[config.mk]
export PLATFORM = sky130hd
export DESIGN_NAME = pipeline24_batch_sequencer_flat
export DESIGN_NICKNAME = d
export VERILOG_FILES = /design/src/rtl/pipeline24_batch_sequencer_pkg.sv /design/src/rtl/pipeline24_batch_sequencer_if.sv /design/src/rtl/pipeline24_batch_sequencer_result_capture.sv /design/src/rtl/pipeline24_batch_sequencer.sv /design/src/flat_wrapper.sv
export SDC_FILE = /design/constraint.sdc
export NUM_CORES = 1
export LEC_CHECK = 0
export ABC_AREA = 1
export CAP_MARGIN = 20
export CORE_AREA = 2 2 267 269
export CTS_CLUSTER_DIAMETER = 100
export DETAILED_ROUTE_END_ITERATION = 7
export DIE_AREA = 0 0 269 271
export PLACE_DENSITY_LB_ADDON = 0.2
export SYNTH_ARGS = -nofsm -noshare
export SYNTH_HDL_FRONTEND = slang
export SYNTH_SLANG_ARGS = --single-unit
[constraint.sdc]
create_clock -name clk_i -period 1.63 [get_ports clk_i]
set_input_delay 0.4075 -clock clk_i [delete_from_list [all_inputs] [get_ports clk_i]]
set_output_delay 0.4075 -clock clk_i [all_outputs]
set_load 0.02 [all_outputs]
[src/rtl/pipeline24_batch_sequencer_pkg.sv]
// Shared widths, FSM state encoding and result record for the 24-pack batch sequencer.
package pipeline24_batch_sequencer_pkg;

  // Pipeline-wide widths (bot-store address space and coefficient counter width).
  localparam int ADDR_WIDTH            = 8;
  localparam int PCOEFF_COUNT_BITWIDTH = 8;

  // Job and result field widths.
  localparam int CNT_W  = 16;
  localparam int TAG_W  = 8;
  localparam int TOP_W  = 128;
  localparam int BOT_W  = 128;
  localparam int SUM_W  = PCOEFF_COUNT_BITWIDTH + 37;
  localparam int PCNT_W = PCOEFF_COUNT_BITWIDTH + 2;

  typedef enum logic [2:0] {
    BATCH_SEQ_STATE_IDLE     = 3'd0,
    BATCH_SEQ_STATE_STREAM   = 3'd1,
    BATCH_SEQ_STATE_DRAIN    = 3'd2,
    BATCH_SEQ_STATE_DONE     = 3'd3,
    BATCH_SEQ_STATE_WAIT_RES = 3'd4,
    BATCH_SEQ_STATE_GRAB     = 3'd5,
    BATCH_SEQ_STATE_OUTPUT   = 3'd6
  } batch_seq_state_e;

  typedef struct packed {
    logic [TAG_W-1:0]  tag;
    logic [SUM_W-1:0]  sum;
    logic [PCNT_W-1:0] count;
  } batch_result_t;

endpackage

[src/rtl/pipeline24_batch_sequencer_if.sv]
// Bundles the job, bot-store, pipeline and result buses of the batch sequencer.
// master = the sequencer itself, slave = its surroundings (host, bot store, pipeline).
interface pipeline24_batch_sequencer_if;
  import pipeline24_batch_sequencer_pkg::*;

  // Host job queue
  logic                  job_valid;
  logic                  job_ready;
  logic [TOP_W-1:0]      job_top;
  logic [ADDR_WIDTH-1:0] job_bot_base;
  logic [CNT_W-1:0]      job_bot_count;
  logic [TAG_W-1:0]      job_tag;
  // Bot store
  logic                  bot_rd_en;
  logic [ADDR_WIDTH-1:0] bot_rd_addr;
  logic [BOT_W-1:0]      bot_rd_data;
  // 24-pack pipeline
  logic [TOP_W-1:0]      pipe_top;
  logic [BOT_W-1:0]      pipe_bot;
  logic                  pipe_bot_valid;
  logic                  pipe_batch_done;
  logic                  pipe_slow_down;
  logic                  pipe_grab_results;
  logic                  pipe_results_avail;
  logic [SUM_W-1:0]      pipe_pcoeff_sum;
  logic [PCNT_W-1:0]     pipe_pcoeff_count;
  // Result return
  logic                  res_valid;
  logic                  res_ready;
  logic [TAG_W-1:0]      res_tag;
  logic [SUM_W-1:0]      res_sum;
  logic [PCNT_W-1:0]     res_count;
  logic                  busy;

  modport master (
    input  job_valid, job_top, job_bot_base, job_bot_count, job_tag,
    input  bot_rd_data, pipe_slow_down, pipe_results_avail,
    input  pipe_pcoeff_sum, pipe_pcoeff_count, res_ready,
    output job_ready, bot_rd_en, bot_rd_addr,
    output pipe_top, pipe_bot, pipe_bot_valid, pipe_batch_done, pipe_grab_results,
    output res_valid, res_tag, res_sum, res_count, busy
  );

  modport slave (
    output job_valid, job_top, job_bot_base, job_bot_count, job_tag,
    output bot_rd_data, pipe_slow_down, pipe_results_avail,
    output pipe_pcoeff_sum, pipe_pcoeff_count, res_ready,
    input  job_ready, bot_rd_en, bot_rd_addr,
    input  pipe_top, pipe_bot, pipe_bot_valid, pipe_batch_done, pipe_grab_results,
    input  res_valid, res_tag, res_sum, res_count, busy
  );

endinterface

[src/rtl/pipeline24_batch_sequencer_result_capture.sv]
// Result capture: delays the grab pulse by RESULT_LAT cycles, samples the pipeline's
// sum/count at that point and holds them with a valid/ready handshake.
module pipeline24_batch_sequencer_result_capture
  import pipeline24_batch_sequencer_pkg::*;
#(
  parameter int RESULT_LAT = 3
) (
  input  logic              clk_i,
  input  logic              rst_ni,
  input  logic              grab_i,
  input  logic [SUM_W-1:0]  sum_i,
  input  logic [PCNT_W-1:0] count_i,
  input  logic [TAG_W-1:0]  tag_i,
  input  logic              res_ready_i,
  output logic              load_o,
  output logic              pending_o,
  output logic              res_valid_o,
  output batch_result_t     res_o
);

  logic [RESULT_LAT-1:0] grab_dly_q;
  logic                  res_valid_q;
  batch_result_t         res_q;

  if (RESULT_LAT == 1) begin : g_dly_one
    // Single-stage grab delay.
    always_ff @(posedge clk_i or negedge rst_ni) begin
      if (!rst_ni) grab_dly_q <= '0;
      else         grab_dly_q <= grab_i;
    end
  end else begin : g_dly_many
    // Grab pulse travels down the shift line; the last stage marks valid pipeline outputs.
    always_ff @(posedge clk_i or negedge rst_ni) begin
      if (!rst_ni) grab_dly_q <= '0;
      else         grab_dly_q <= {grab_dly_q[RESULT_LAT-2:0], grab_i};
    end
  end

  assign load_o    = grab_dly_q[RESULT_LAT-1];
  // While a grab is travelling the sequencer must not issue another one.
  assign pending_o = |grab_dly_q;

  // Hold register: load once, stay frozen until the consumer takes it.
  always_ff @(posedge clk_i or negedge rst_ni) begin
    if (!rst_ni) begin
      res_valid_q <= 1'b0;
      res_q       <= '0;
    end else if (load_o) begin
      res_valid_q <= 1'b1;
      res_q       <= '{tag: tag_i, sum: sum_i, count: count_i};
    end else if (res_valid_q && res_ready_i) begin
      res_valid_q <= 1'b0;
    end
  end

  assign res_valid_o = res_valid_q;
  assign res_o       = res_q;

endmodule

[src/rtl/pipeline24_batch_sequencer.sv]
// Batch sequencer: runs one job at a time through the 24-pack pipeline -- streams the
// job's bots from the bot store with top held stable, signals batch end, then grabs and
// returns {tag, sum, count}.
module pipeline24_batch_sequencer
  import pipeline24_batch_sequencer_pkg::*;
#(
  parameter int RD_LAT     = 2,
  parameter int RESULT_LAT = 3
) (
  input logic                          clk_i,
  input logic                          rst_ni,
  pipeline24_batch_sequencer_if.master bus
);

  localparam int INFL_W = $clog2(RD_LAT + 1);

  batch_seq_state_e      state_q, state_d;
  logic [TOP_W-1:0]      top_q;
  logic [ADDR_WIDTH-1:0] addr_q;
  logic [CNT_W-1:0]      remain_q;
  logic [TAG_W-1:0]      tag_q;
  logic [INFL_W-1:0]     inflight_q;
  logic [RD_LAT-1:0]     rd_vld_q;

  logic          accept, issue, ret, grab;
  logic          cap_load, cap_pending, cap_valid;
  batch_result_t cap_res;

  assign accept = (state_q == BATCH_SEQ_STATE_IDLE) && bus.job_valid;
  // Slow-down only throttles new reads; reads already in flight still return.
  assign issue  = (state_q == BATCH_SEQ_STATE_STREAM) && !bus.pipe_slow_down;
  assign ret    = rd_vld_q[RD_LAT-1];
  assign grab   = (state_q == BATCH_SEQ_STATE_GRAB) && !cap_pending;

  // State register.
  always_ff @(posedge clk_i or negedge rst_ni) begin
    if (!rst_ni) state_q <= BATCH_SEQ_STATE_IDLE;
    else         state_q <= state_d;
  end

  // Next-state logic for the batch lifecycle.
  always_comb begin
    state_d = state_q;
    case (state_q)
      BATCH_SEQ_STATE_IDLE:
        if (bus.job_valid)
          state_d = (bus.job_bot_count != '0) ? BATCH_SEQ_STATE_STREAM : BATCH_SEQ_STATE_DRAIN;
      BATCH_SEQ_STATE_STREAM:
        if (issue && (remain_q == CNT_W'(1))) state_d = BATCH_SEQ_STATE_DRAIN;
      BATCH_SEQ_STATE_DRAIN:
        if (inflight_q == '0) state_d = BATCH_SEQ_STATE_DONE;
      BATCH_SEQ_STATE_DONE:
        state_d = BATCH_SEQ_STATE_WAIT_RES;
      BATCH_SEQ_STATE_WAIT_RES:
        if (bus.pipe_results_avail) state_d = BATCH_SEQ_STATE_GRAB;
      BATCH_SEQ_STATE_GRAB:
        if (cap_load) state_d = BATCH_SEQ_STATE_OUTPUT;
      BATCH_SEQ_STATE_OUTPUT:
        if (cap_valid && bus.res_ready) state_d = BATCH_SEQ_STATE_IDLE;
      default:
        state_d = BATCH_SEQ_STATE_IDLE;
    endcase
  end

  // Job latch and read address / remaining-count walk; address wraps naturally.
  always_ff @(posedge clk_i or negedge rst_ni) begin
    if (!rst_ni) begin
      top_q    <= '0;
      addr_q   <= '0;
      remain_q <= '0;
      tag_q    <= '0;
    end else if (accept) begin
      top_q    <= bus.job_top;
      addr_q   <= bus.job_bot_base;
      remain_q <= bus.job_bot_count;
      tag_q    <= bus.job_tag;
    end else if (issue) begin
      addr_q   <= addr_q + ADDR_WIDTH'(1);
      remain_q <= remain_q - CNT_W'(1);
    end
  end

  if (RD_LAT == 1) begin : g_rdv_one
    // Read strobe aligned to the single-cycle bot-store latency.
    always_ff @(posedge clk_i or negedge rst_ni) begin
      if (!rst_ni) rd_vld_q <= '0;
      else         rd_vld_q <= issue;
    end
  end else begin : g_rdv_many
    // Read strobe delayed to line up with returning bot-store data.
    always_ff @(posedge clk_i or negedge rst_ni) begin
      if (!rst_ni) rd_vld_q <= '0;
      else         rd_vld_q <= {rd_vld_q[RD_LAT-2:0], issue};
    end
  end

  // Reads issued but not yet returned; DRAIN waits for this to empty.
  always_ff @(posedge clk_i or negedge rst_ni) begin
    if (!rst_ni)            inflight_q <= '0;
    else if (issue && !ret) inflight_q <= inflight_q + INFL_W'(1);
    else if (!issue && ret) inflight_q <= inflight_q - INFL_W'(1);
  end

  pipeline24_batch_sequencer_result_capture #(
    .RESULT_LAT (RESULT_LAT)
  ) u_capture (
    .clk_i       (clk_i),
    .rst_ni      (rst_ni),
    .grab_i      (grab),
    .sum_i       (bus.pipe_pcoeff_sum),
    .count_i     (bus.pipe_pcoeff_count),
    .tag_i       (tag_q),
    .res_ready_i (bus.res_ready),
    .load_o      (cap_load),
    .pending_o   (cap_pending),
    .res_valid_o (cap_valid),
    .res_o       (cap_res)
  );

  assign bus.job_ready         = (state_q == BATCH_SEQ_STATE_IDLE);
  assign bus.busy              = (state_q != BATCH_SEQ_STATE_IDLE);
  assign bus.bot_rd_en         = issue;
  assign bus.bot_rd_addr       = addr_q;
  assign bus.pipe_top          = top_q;
  assign bus.pipe_bot_valid    = ret;
  assign bus.pipe_bot          = ret ? bus.bot_rd_data : '0;
  assign bus.pipe_batch_done   = (state_q == BATCH_SEQ_STATE_DONE);
  assign bus.pipe_grab_results = grab;
  assign bus.res_valid         = cap_valid;
  assign bus.res_tag           = cap_res.tag;
  assign bus.res_sum           = cap_res.sum;
  assign bus.res_count         = cap_res.count;

endmodule

[src/flat_wrapper.sv]
// flat-port wrapper written by rule: the top's interface ports become plain ports
module pipeline24_batch_sequencer_flat import pipeline24_batch_sequencer_pkg::*;
#(
  parameter int RD_LAT     = 2,
  parameter int RESULT_LAT = 3
)
  (clk_i, rst_ni, bus_job_valid, bus_job_top, bus_job_bot_base, bus_job_bot_count, bus_job_tag, bus_bot_rd_data, bus_pipe_slow_down, bus_pipe_results_avail, bus_pipe_pcoeff_sum, bus_pipe_pcoeff_count, bus_res_ready, bus_job_ready, bus_bot_rd_en, bus_bot_rd_addr, bus_pipe_top, bus_pipe_bot, bus_pipe_bot_valid, bus_pipe_batch_done, bus_pipe_grab_results, bus_res_valid, bus_res_tag, bus_res_sum, bus_res_count, bus_busy);
  pipeline24_batch_sequencer_if bus_i ();
  input logic clk_i;
  input logic rst_ni;
  input wire logic [$bits(bus_i.job_valid)-1:0] bus_job_valid;
  input wire logic [$bits(bus_i.job_top)-1:0] bus_job_top;
  input wire logic [$bits(bus_i.job_bot_base)-1:0] bus_job_bot_base;
  input wire logic [$bits(bus_i.job_bot_count)-1:0] bus_job_bot_count;
  input wire logic [$bits(bus_i.job_tag)-1:0] bus_job_tag;
  input wire logic [$bits(bus_i.bot_rd_data)-1:0] bus_bot_rd_data;
  input wire logic [$bits(bus_i.pipe_slow_down)-1:0] bus_pipe_slow_down;
  input wire logic [$bits(bus_i.pipe_results_avail)-1:0] bus_pipe_results_avail;
  input wire logic [$bits(bus_i.pipe_pcoeff_sum)-1:0] bus_pipe_pcoeff_sum;
  input wire logic [$bits(bus_i.pipe_pcoeff_count)-1:0] bus_pipe_pcoeff_count;
  input wire logic [$bits(bus_i.res_ready)-1:0] bus_res_ready;
  output wire logic [$bits(bus_i.job_ready)-1:0] bus_job_ready;
  output wire logic [$bits(bus_i.bot_rd_en)-1:0] bus_bot_rd_en;
  output wire logic [$bits(bus_i.bot_rd_addr)-1:0] bus_bot_rd_addr;
  output wire logic [$bits(bus_i.pipe_top)-1:0] bus_pipe_top;
  output wire logic [$bits(bus_i.pipe_bot)-1:0] bus_pipe_bot;
  output wire logic [$bits(bus_i.pipe_bot_valid)-1:0] bus_pipe_bot_valid;
  output wire logic [$bits(bus_i.pipe_batch_done)-1:0] bus_pipe_batch_done;
  output wire logic [$bits(bus_i.pipe_grab_results)-1:0] bus_pipe_grab_results;
  output wire logic [$bits(bus_i.res_valid)-1:0] bus_res_valid;
  output wire logic [$bits(bus_i.res_tag)-1:0] bus_res_tag;
  output wire logic [$bits(bus_i.res_sum)-1:0] bus_res_sum;
  output wire logic [$bits(bus_i.res_count)-1:0] bus_res_count;
  output wire logic [$bits(bus_i.busy)-1:0] bus_busy;
  assign bus_i.job_valid = bus_job_valid;
  assign bus_i.job_top = bus_job_top;
  assign bus_i.job_bot_base = bus_job_bot_base;
  assign bus_i.job_bot_count = bus_job_bot_count;
  assign bus_i.job_tag = bus_job_tag;
  assign bus_i.bot_rd_data = bus_bot_rd_data;
  assign bus_i.pipe_slow_down = bus_pipe_slow_down;
  assign bus_i.pipe_results_avail = bus_pipe_results_avail;
  assign bus_i.pipe_pcoeff_sum = bus_pipe_pcoeff_sum;
  assign bus_i.pipe_pcoeff_count = bus_pipe_pcoeff_count;
  assign bus_i.res_ready = bus_res_ready;
  assign bus_job_ready = bus_i.job_ready;
  assign bus_bot_rd_en = bus_i.bot_rd_en;
  assign bus_bot_rd_addr = bus_i.bot_rd_addr;
  assign bus_pipe_top = bus_i.pipe_top;
  assign bus_pipe_bot = bus_i.pipe_bot;
  assign bus_pipe_bot_valid = bus_i.pipe_bot_valid;
  assign bus_pipe_batch_done = bus_i.pipe_batch_done;
  assign bus_pipe_grab_results = bus_i.pipe_grab_results;
  assign bus_res_valid = bus_i.res_valid;
  assign bus_res_tag = bus_i.res_tag;
  assign bus_res_sum = bus_i.res_sum;
  assign bus_res_count = bus_i.res_count;
  assign bus_busy = bus_i.busy;
  pipeline24_batch_sequencer #(.RD_LAT(RD_LAT), .RESULT_LAT(RESULT_LAT)) u_core (.clk_i(clk_i), .rst_ni(rst_ni), .bus(bus_i));
endmodule
==> Flow_metrics.wiki, run 1 <==
{| class="wikitable"
! Metric !! Value
|-
| Worst Setup Slack, final || -573 ps
|-
| Number of antenna violations at the first check in global routing || 11
|-
| Syn_area_per_cell || 7.54 um2
|-
| Tightest Hold Check Type || in2async
|-
| Count leader, synth || nand2_1
|-
| Relative contribution of sequential cells to total power || 0.279
|-
| Post-synth EDFFs || 0
|-
| Portion of the post-synthesis area used by sequential elements || 0.550
|-
| Most used DFF post-synth || dfrtp_1
|-
| Endpoint class of the critical path || primary output
|-
| Number of hold-slack violations in the final timing report || 0
|-
| Post-placement cell count || 3070
|-
| Switching portion of total power || 0.431
|-
| Violated checks || negative setup slack
|-
| Fill count || 7515
|-
| MaxCap Viol Count || 0
|-
| Distinct cells, synth || 31
|-
| Clock tree from TritonCTS || done
|-
| Area leader, netlist || dfrtp_1
|-
| Root buf cell || clkbuf_16
|-
| Run status || finished with violations
|-
| Total routing usage reported by global routing || 0.144
|-
| Reported leakage power || 0.0112 uW
|-
| Comb power frac || 0.521
|-
| Cell repeated most along the worst path || buf_12
|-
| Aggregate global routing overflow || 0
|-
| Data required time at the worst endpoint || 1220 ps
|-
| Top cells by area, synth || dfrtp_1 55%, nand2_1 28%, inv_1 5.7%
|-
| Half-perimeter wire length of the detailed placement result || 44200 um
|-
| PwrDens || 1770 mW/mm2
|-
| Ranking of synthesized cells by instance count || 804 x nand2_1, 234 x dfrtp_1, 163 x inv_1, 43 x nor2_1, 27 x clkbuf_1
|-
| Cell Area, Synth || 0.0107 mm2
|-
| Crit path DAT || 1800 ps
|-
| Number of detailed-route iterations in the first pass || 6
|-
| Routed WL per cell || 18.1 um
|-
| Highest Clock Rate || 454 MHz
|-
| Setup violations, final || 264
|-
| Post-DRT Antenna Nets || 0
|-
| Share of power burned in the clock network || 0.200
|-
| RD Place Congestion || 0.778
|-
| Series of cell instances along the critical path || buf_12 -> buf_8 -> buf_12 -> nand2_2 -> inv_2 -> buf_12
|-
| Fraction of final layout cells sized beyond drive strength 1 || 0.306
|-
| Net switching power || 15900 uW
|-
| Area of the multi-input gates || 0.00428 mm2
|-
| Critical path class || reg2out
|-
| YS warnings || 0
|-
| Post-synthesis to final-layout area growth || 95.9%
|-
| Number of max-slew violations in the final report || 0
|-
| Overall power after layout || 37000 uW
|-
| H-tree depth || 1
|-
| Total placed instance area || 0.0198 mm2
|-
| Mean number of vias per cell || 3.71
|-
| Port Buffer Count || 682
|-
| Number of instances in the synthesized netlist || 1413
|-
| Final standard cell area without fillers || 0.0209 mm2
|-
| Initial drt markers || 400
|-
| Worst rel slew slack || 0.495
|-
| CP max FO || 14
|-
| TritonCTS Buffers || 31
|-
| Layout Nets || 2558
|-
| Worst Tran Pin Value || 757 ps
|-
| Async set or reset register ratio after synthesis || 1.00
|-
| Master of the slowest instance on the critical path || dfrtp_4
|-
| Total via count in the routed design || 11800
|-
| Clk_lat worst skew || 600 ps
|-
| Worst clock skew || 18.7 ps
|-
| Setup repair after global routing missed its margin || true
|-
| Number of synthesized register bits || 234
|-
| Cell internal pwr || 21000 uW
|-
| DRC violation count after routing || 0
|-
| Final period utilization || 1.35
|-
| CP peak stage delay || 500 ps
|-
| Flip-flop and latch area || 0.00587 mm2
|-
| Height of the die || 271 um
|-
| Final wirelength || 57600 um
|-
| Clk pin slew, worst setup/hold paths || 60 ps
|-
| Count of placed standard cells in the final layout, fillers left out || 3173
|-
| Horizontal die dimension || 269 um
|-
| Std cell rows || 97
|-
| Worst VDD drop || 0.710 mV
|-
| Wire length of the first global-routing pass || 78200 um
|-
| Startpoint Class || flop
|-
| Vias in the first global route || 12000
|-
| Post-Synthesis Net Count || 1766
|-
| Starting density of the core || 0.153
|-
| Total die area || 0.0729 mm2
|-
| Crit path time final || 2200 ps
|-
| Largest net degree at the start of global routing || 65
|-
| Clock tree buffer depth || 3
|-
| Hold WS || 316 ps
|-
| Synth top area share || 0.550
|-
| Count of clock tree sinks || 234
|-
| I/O pin cnt || 683
|-
| Total core area || 0.0698 mm2
|}
-- layer usage --
metal / track usage / wire length, um
met2: 0.289 / 31600
met1: 0.135 / 19400
met4: 0.0385 / 1230
met3: 0.0509 / 5330
met5: 0 / 53
-- sequential cells by signal, summed over array words and instances (netlist names) --
| signal | flops |
|---|---|
| u_core.bus.bot_rd_addr | 8 |
| u_core.bus.pipe_top | 128 |
| u_core.inflight_q | 2 |
| u_core.rd_vld_q | 2 |
| u_core.remain_q | 16 |
| u_core.state_q | 3 |
| u_core.tag_q | 8 |
| u_core.u_capture.grab_dly_q | 3 |
| u_core.u_capture.res_o | 63 |
| u_core.u_capture.res_valid_o | 1 |
-- cell type report --
class                      count  share of cell area
clock inverter                11             0.00905
tap                          940              0.0564
clock buffer                  46              0.0437
inverter                     167              0.0306
multi-input combinational    949               0.205
antenna                        4            0.000480
sequential                   234               0.281
timing repair buffer         822               0.373
-- path summary, 6_finish.rpt --
check / startpoint / end / slack [ps] / depth (start not counted)
min reg2reg: u_core.rd_vld_q[0] / u_core.rd_vld_q[1] / 360 / 0
max reg2reg: u_core.state_q[0] / u_core.bus.bot_rd_addr[3] / -140 / 10
min: rst_ni / u_core.bus.pipe_top[6] / 320 / 2
max in group asynchronous: rst_ni / u_core.bus.pipe_top[71] / 670 / 3
min in group clk_i: bus_job_top[31] / u_core.bus.pipe_top[31] / 350 / 3
max: u_core.rd_vld_q[1] / bus_pipe_bot[86] / -570 / 6
-- critical path, delay by kind of cell, from the launching register on --
| family | cells | cell delay (ps) |
|---|---|---|
| buffers and inverters | 5 | 610 |
| flip-flops | 1 | 500 |
| AND/OR/NAND/NOR | 1 | 90 |
-- kinds of logic (layout without fill, tap and decap cells) --
family                     Yosys count  after routing  synth area share
AOI/OAI and AO/OA                   40             40            0.0220
xor gates and xnor gates            10             10           0.00822
adders and majority gates            4              4           0.00470
buffers and inverters              230           1046            0.0892
DFF                                234            234             0.550
other                                0              4                 0
and+or+nand+nor                    895            895             0.326
-- repair_timing --
action	in CTS	in global routing
pin swaps	2	34
hold buffers	1	0
buffers inserted	5	29
gates cloned	0	9
setup endpoints to repair	337	366
hold endpoints to repair	26	0
gates resized for setup	416	672
-- per-stage QoR --
stage | setup TNS, ps | util | worst slack [ps]
global route | -89650 | 0.299 | -636
CTS | -145320 | 0.298 | -667
floorplan | -1530 | - | -22.3
global placement | -53870 | 0.283 | -460
finish | -69010 | 0.299 | -573
detailed placement | -56920 | 0.283 | -462
-- power groups by stage --
stage          logic, uW  registers [uW]  clock network (uW)
3_5_place_dp       20000           10300                   0
6_report           19300           10300                7380
2_1_floorplan       5980           13200                   0
5_1_grt            21000           10700                7920
3_3_place_gp       19900           10300                   0
4_1_cts            20100           10300                7680
-- cell usage in the layout (no fill, tap or decap), drive strengths merged, types with 3 or more instances in the layout --
master         Yosys  layout
a21oi              5       5
buf               36     274
bufinv             0       4
clkbuf            27     236
clkdlybuf4s15      0       6
clkdlybuf4s50      0     347
clkinv             0       3
dfrtp            234     234
diode              0       4
dlymetal6s2s       0       4
ha                 4       4
inv              167     170
nand2            808     808
nand3             26      26
nor2              47      47
nor3               7       7
nor3b              3       3
o211ai             9       9
o21ai             21      21
xor2               8       8
(Power assumes the default switching activity.)
==> run 2: changes to the inputs <==
--- a/config.mk
+++ b/config.mk
@@ -6,12 +6,12 @@
 export NUM_CORES = 1
 export LEC_CHECK = 0
 export ABC_AREA = 1
-export CAP_MARGIN = 20
 export CORE_AREA = 2 2 267 269
 export CTS_CLUSTER_DIAMETER = 100
 export DETAILED_ROUTE_END_ITERATION = 7
 export DIE_AREA = 0 0 269 271
 export PLACE_DENSITY_LB_ADDON = 0.2
+export SKIP_LAST_GASP = 1
 export SYNTH_ARGS = -nofsm -noshare
 export SYNTH_HDL_FRONTEND = slang
 export SYNTH_SLANG_ARGS = --single-unit
==> run 2 against run 1 <==
The flow still finishes with violations (negative setup slack). Clock-buffer cell count unchanged. Combinational power rose by 3%. Power up 1.4%. Register-to-register slack got worse by 30 ps. Setup slack lost 55 ps. Critical path depth unchanged. Global-route usage about the same. Core utilization up 0.72 points. Die area unchanged. Critical endpoint is now bus_pipe_bot[97]. Highest routed layer unchanged.
==> Flow_metrics.wiki, run 2 (synthesis gave the netlist of run 1 again) <==
{| class="wikitable"
! Metric !! Value
|-
| Number of detailed-route iterations in the first pass || 4
|-
| Overall power after layout || 37500 uW
|-
| Critical path class || reg2out
|-
| Comb power frac || 0.528
|-
| Count of placed standard cells in the final layout, fillers left out || 3182
|-
| MaxCap Viol Count || 0
|-
| Fraction of final layout cells sized beyond drive strength 1 || 0.328
|-
| Mean number of vias per cell || 3.73
|-
| Net switching power || 16200 uW
|-
| Data required time at the worst endpoint || 1220 ps
|-
| Highest-count cells in the layout ignoring fill and taps || 699 x nand2_1, 347 x clkdlybuf4s50_1, 229 x dfrtp_1
|-
| Layout Nets || 2567
|-
| Wire length of the first global-routing pass || 78100 um
|-
| Worst clock skew || 15.5 ps
|-
| Crit path time final || 2260 ps
|-
| CP max FO || 7
|-
| Post-placement worst setup slack || -462 ps
|-
| Endpoint class of the critical path || primary output
|-
| Total die area || 0.0729 mm2
|-
| Setup violations, final || 276
|-
| Master of the slowest instance on the critical path || dfrtp_4
|-
| Series of cell instances along the critical path || buf_12 -> buf_8 -> clkbuf_16 -> nand2_1 -> inv_2 -> buf_12
|-
| Starting density of the core || 0.153
|-
| Aggregate global routing overflow || 0
|-
| Clock tree from TritonCTS || done
|-
| PwrDens || 1760 mW/mm2
|-
| Worst Setup Slack, final || -628 ps
|-
| Total routing usage reported by global routing || 0.144
|-
| Run status || finished with violations
|-
| Relative contribution of sequential cells to total power || 0.275
|-
| CP Launch Point || u_core.rd_vld_q[1]
|-
| Reported leakage power || 0.0115 uW
|-
| Setup repair after global routing missed its margin || true
|-
| Post-placement cell count || 3070
|-
| CP peak stage delay || 540 ps
|-
| H-tree depth || 1
|-
| Tightest Hold Check Type || in2async
|-
| Final wirelength || 58100 um
|-
| Port Buffer Count || 682
|-
| Post-route setup TNS || -78650 ps
|-
| Horizontal die dimension || 269 um
|-
| Startpoint Class || flop
|-
| Cell type group with the largest total delay on the critical path || buffers and inverters
|-
| Worst VDD drop || 0.810 mV
|-
| Half-perimeter wire length of the detailed placement result || 44200 um
|-
| Height of the die || 271 um
|-
| CP endpoint || bus_pipe_bot[97]
|-
| Total via count in the routed design || 11900
|-
| Routed WL per cell || 18.3 um
|-
| Critical path depth in cells || 6
|-
| Violated checks || negative setup slack
|-
| Total core area || 0.0698 mm2
|-
| Number of max-slew violations in the final report || 0
|-
| Clk_lat worst skew || 590 ps
|-
| Root buf cell || clkbuf_16
|-
| Worst Tran Pin Value || 749 ps
|-
| Number of hold-slack violations in the final timing report || 0
|-
| DRC violation count after routing || 0
|-
| Post-DRT Antenna Nets || 0
|-
| Buffer and inverter count on the worst path || 5
|-
| Initial drt markers || 363
|-
| TritonCTS Buffers || 31
|-
| Vias in the first global route || 12000
|-
| Cell internal pwr || 21300 uW
|-
| Post-synthesis to final-layout area growth || 101%
|-
| Highest Clock Rate || 443 MHz
|-
| Reg-to-reg startpoint || u_core.state_q[0]
|-
| Largest net degree at the start of global routing || 65
|-
| I/O pin cnt || 683
|-
| Worst rel slew slack || 0.501
|-
| Switching portion of total power || 0.431
|-
| Number of antenna violations at the first check in global routing || 12
|-
| Clock tree buffer depth || 3
|-
| Share of power burned in the clock network || 0.197
|-
| Flip-flop count of the largest register after layout || 128
|-
| Cell repeated most along the worst path || buf_12
|-
| Std cell rows || 97
|-
| Final period utilization || 1.39
|-
| Setup slack of the worst register-to-register path || -170 ps
|-
| Fill count || 7436
|-
| Number of cells on the worst reg-to-reg path || 12
|-
| Crit path DAT || 1850 ps
|-
| RD Place Congestion || 0.778
|-
| Clk pin slew, worst setup/hold paths || 60 ps
|-
| Destination of the worst register-to-register timing path || u_core.bus.pipe_top[40]
|-
| Count of clock tree sinks || 234
|-
| Commonest non-fill, non-tap cell in the layout || nand2_1
|}
-- run 2: cell types whose count changed in the layout (fill, tap and decap cells not counted), sizes merged --
cell and change:
clkbuf +13, clkdlybuf4s15 +1, buf -5
-- run 2: power groups by stage --
stage	clock network [uW]	registers, uW	logic (uW)
global placement	0	10300	19900
floorplan	0	13200	5980
finish	7380	10300	19800
detailed placement	0	10300	20000
CTS	7680	10300	19900
global route	7920	10700	21500
-- run 2: cell type report --
type	instances	area, um2	share of cell area
Antenna cell	4	10.0	0.000468
Clock buffer	46	912	0.0427
Clock inverter	11	189	0.00884
Inverter	167	672	0.0314
Multi-Input combinational cell	949	4510	0.211
Sequential cell	234	5860	0.274
Tap cell	940	1180	0.0550
Timing Repair Buffer	831	8040	0.376
-- run 2: metal layers --
metal / wire (um) / GRT usage / vias to the layer above / share of wire
met5: 53 / 0 / - / 0.00091
met4: 1260 / 0.0349 / 8 / 0.022
met3: 5240 / 0.0507 / 73 / 0.090
met2: 32000 / 0.290 / 435 / 0.55
met1: 19600 / 0.135 / 5571 / 0.34
li1: - / - / 5772 / -
-- run 2: what timing repair did --
| item | 4_1_cts | 5_1_grt |
|---|---|---|
| setup endpoints to repair | 337 | 367 |
| hold endpoints to repair | 26 | 0 |
| gates cloned | 0 | 14 |
| setup buffers | 5 | 31 |
| pin swaps | 0 | 31 |
| hold buffers | 1 | 0 |
| gates resized for setup | 286 | 894 |
-- run 2: worst min-delay path by stage --
stage                                  start                   endpoint  slack [ps]  cells after the start
after floorplan                       rst_ni  u_core.bus.bot_rd_addr[0]         110                      0
after global placement    u_core.rd_vld_q[0]         u_core.rd_vld_q[1]         330                      0
after detailed placement              rst_ni    u_core.bus.pipe_top[49]         350                      1
after CTS                             rst_ni     u_core.bus.pipe_top[3]         280                      2
after global routing                  rst_ni     u_core.bus.pipe_top[3]         310                      2
final                                 rst_ni    u_core.bus.pipe_top[26]         320                      2
-- run 2: metrics by stage --
stage                     utilization  instance area, um2  hold slack [ps]
after floorplan                     -               10700              112
after global placement          0.283               19800              335
after detailed placement        0.283               19800              346
after CTS                       0.296               20700              285
after global routing            0.306               21400              312
final                           0.306               21400              316
==> run 3: changes to the inputs <==
--- a/config.mk
+++ b/config.mk
@@ -11,6 +11,7 @@
 export DETAILED_ROUTE_END_ITERATION = 7
 export DIE_AREA = 0 0 269 271
 export PLACE_DENSITY_LB_ADDON = 0.2
+export REMOVE_ABC_BUFFERS = 1
 export SKIP_LAST_GASP = 1
 export SYNTH_ARGS = -nofsm -noshare
 export SYNTH_HDL_FRONTEND = slang
==> run 3 against run 2 <==
The flow still finishes with violations (negative setup slack). Via count rose by 1.3%. Global-route usage rose by 0.35 points. Final area increased by 2.7%. Hold slack better by 30 ps. Sequential share of layout area shrank 0.74 points. Wire length down 1.9%. Critical path depth unchanged. Clock power up 0.7%. Clock skew is 4.8 ps lower. Combinational power rose by 3%. Power rose by 1.5%.
==> Flow_metrics.wiki, run 3 (synthesis gave the netlist of run 1 again) <==
{| class="wikitable"
! Metric !! Value
|-
| Run status || finished with violations
|-
| Violated checks || negative setup slack
|-
| Post-placement cell count || 3054
|-
| Worst rel slew slack || 0.490
|-
| Highest Clock Rate || 463 MHz
|-
| Number of hold-slack violations in the final timing report || 0
|-
| Reported leakage power || 0.0115 uW
|-
| Final wirelength || 57000 um
|-
| DRC violation count after routing || 0
|-
| Height of the die || 271 um
|-
| TritonCTS Buffers || 34
|-
| Total core area || 0.0698 mm2
|-
| Crit path DAT || 1750 ps
|-
| Flip-flop count of the largest register after layout || 128
|-
| Setup violations, final || 292
|-
| Horizontal die dimension || 269 um
|-
| Half-perimeter wire length of the detailed placement result || 43000 um
|-
| Number of detailed-route iterations in the first pass || 5
|-
| Largest net degree at the start of global routing || 65
|-
| Routed WL per cell || 18.0 um
|-
| CP max FO || 9
|-
| Aggregate global routing overflow || 0
|-
| Tightest Hold Check Type || reg2reg
|-
| Worst VDD drop || 1.00 mV
|-
| Highest-count cells in the layout ignoring fill and taps || 655 x nand2_1, 347 x clkdlybuf4s50_1, 231 x dfrtp_1
|-
| Post-synthesis to final-layout area growth || 106%
|-
| Total die area || 0.0729 mm2
|-
| Port Buffer Count || 682
|-
| Count of clock tree sinks || 234
|-
| Fill count || 7364
|-
| Final period utilization || 1.32
|-
| Post-DRT Antenna Nets || 0
|-
| RD Place Congestion || 0.820
|-
| Std cell rows || 97
|-
| Commonest non-fill, non-tap cell in the layout || nand2_1
|-
| I/O pin cnt || 683
|-
| Total routing usage reported by global routing || 0.148
|-
| Fraction of final layout cells sized beyond drive strength 1 || 0.330
|-
| Total via count in the routed design || 12000
|-
| Count of placed standard cells in the final layout, fillers left out || 3174
|-
| Clock tree from TritonCTS || done
|-
| Worst Tran Pin Value || 765 ps
|-
| MaxCap Viol Count || 0
|-
| Endpoint class of the critical path || primary output
|-
| Number of antenna violations at the first check in global routing || 12
|-
| Setup repair after global routing missed its margin || true
|-
| H-tree depth || 2
|-
| Final standard cell area without fillers || 0.0219 mm2
|-
| Initial drt markers || 388
|-
| Mean number of vias per cell || 3.78
|-
| Wire length of the first global-routing pass || 79800 um
|-
| Clock tree buffer depth || 3
|-
| Worst clock skew || 10.6 ps
|-
| Total placed instance area || 0.0194 mm2
|-
| Data required time at the worst endpoint || 1220 ps
|-
| Crit path time final || 2160 ps
|-
| Critical path class || reg2out
|-
| Layout Nets || 2558
|-
| Vias in the first global route || 12400
|-
| PwrDens || 1740 mW/mm2
|-
| Starting density of the core || 0.153
|-
| Clk pin slew, worst setup/hold paths || 50 ps
|-
| Worst Setup Slack, final || -530 ps
|-
| Startpoint Class || flop
|-
| Number of max-slew violations in the final report || 0
|-
| Clk_lat worst skew || 530 ps
|-
| Root buf cell || clkbuf_16
|}
run 3: path summary, 6_finish.rpt:
kind                                    start                      end  slack [ps]  cells past startpoint
setup / recovery           u_core.rd_vld_q[1]         bus_pipe_bot[12]        -530                      6
max in group asynchronous              rst_ni  u_core.bus.pipe_top[76]         630                      3
min in group asynchronous              rst_ni  u_core.bus.pipe_top[30]         370                      2
setup reg to reg            u_core.state_q[1]  u_core.bus.pipe_top[95]        -210                     12
hold / removal             u_core.rd_vld_q[0]       u_core.rd_vld_q[1]         350                      0
hold reg to reg            u_core.rd_vld_q[0]       u_core.rd_vld_q[1]         350                      0
run 3: per-layer routing:
layer,vias to the layer above,track usage,routed length (um)
li1,5764,-,-
met1,5701,0.147,19900
met3,80,0.0483,4800
met4,10,0.0519,1720
met2,455,0.282,30600
met5,-,0,65
run 3: critical path, cell delays in order (launching register included):
cell	delay (ps)
dfrtp_4	560
buf_12	190
buf_12	150
buf_12	120
nand2_4	40
inv_2	30
buf_6	120
run 3: what timing repair did:
| item | CTS | global route |
|---|---|---|
| gates cloned | 9 | 10 |
| buffers inserted | 29 | 10 |
| resized for setup | 1362 | 199 |
| pin swaps | 34 | 64 |
| setup endpoints to repair | 363 | 343 |
| hold buffers | 1 | 0 |
| endpoints found under the hold margin | 34 | 0 |
run 3: report_power, final:
part | switching, uW | internal, uW | total, uW
registers | 1680 | 8650 | 10300
clock network | 2880 | 4550 | 7430
logic | 11600 | 8780 | 20300
run 3: final cells by class:
type	instances	area [um2]	share of cell area
Timing Repair Buffer	819	8470	0.386
Inverter	167	642	0.0292
Antenna cell	3	7.51	0.000342
Clock buffer	52	990	0.0451
Tap cell	940	1180	0.0536
Sequential cell	234	5860	0.267
Clock inverter	10	126	0.00576
Multi-Input combinational cell	949	4680	0.213
run 3: metrics by stage:
stage / worst slack (ps) / hold slack [ps] / TNS, ps / util / power, uW
4_1_cts: -589 / 348 / -89630 / 0.302 / 37500
2_1_floorplan: -1600 / 112 / -402660 / - / 18800
3_3_place_gp: -549 / 338 / -67900 / 0.278 / 29500
6_report: -530 / 346 / -76120 / 0.315 / 38100
5_1_grt: -601 / 365 / -99730 / 0.315 / 40800
3_5_place_dp: -542 / 336 / -69310 / 0.278 / 29700
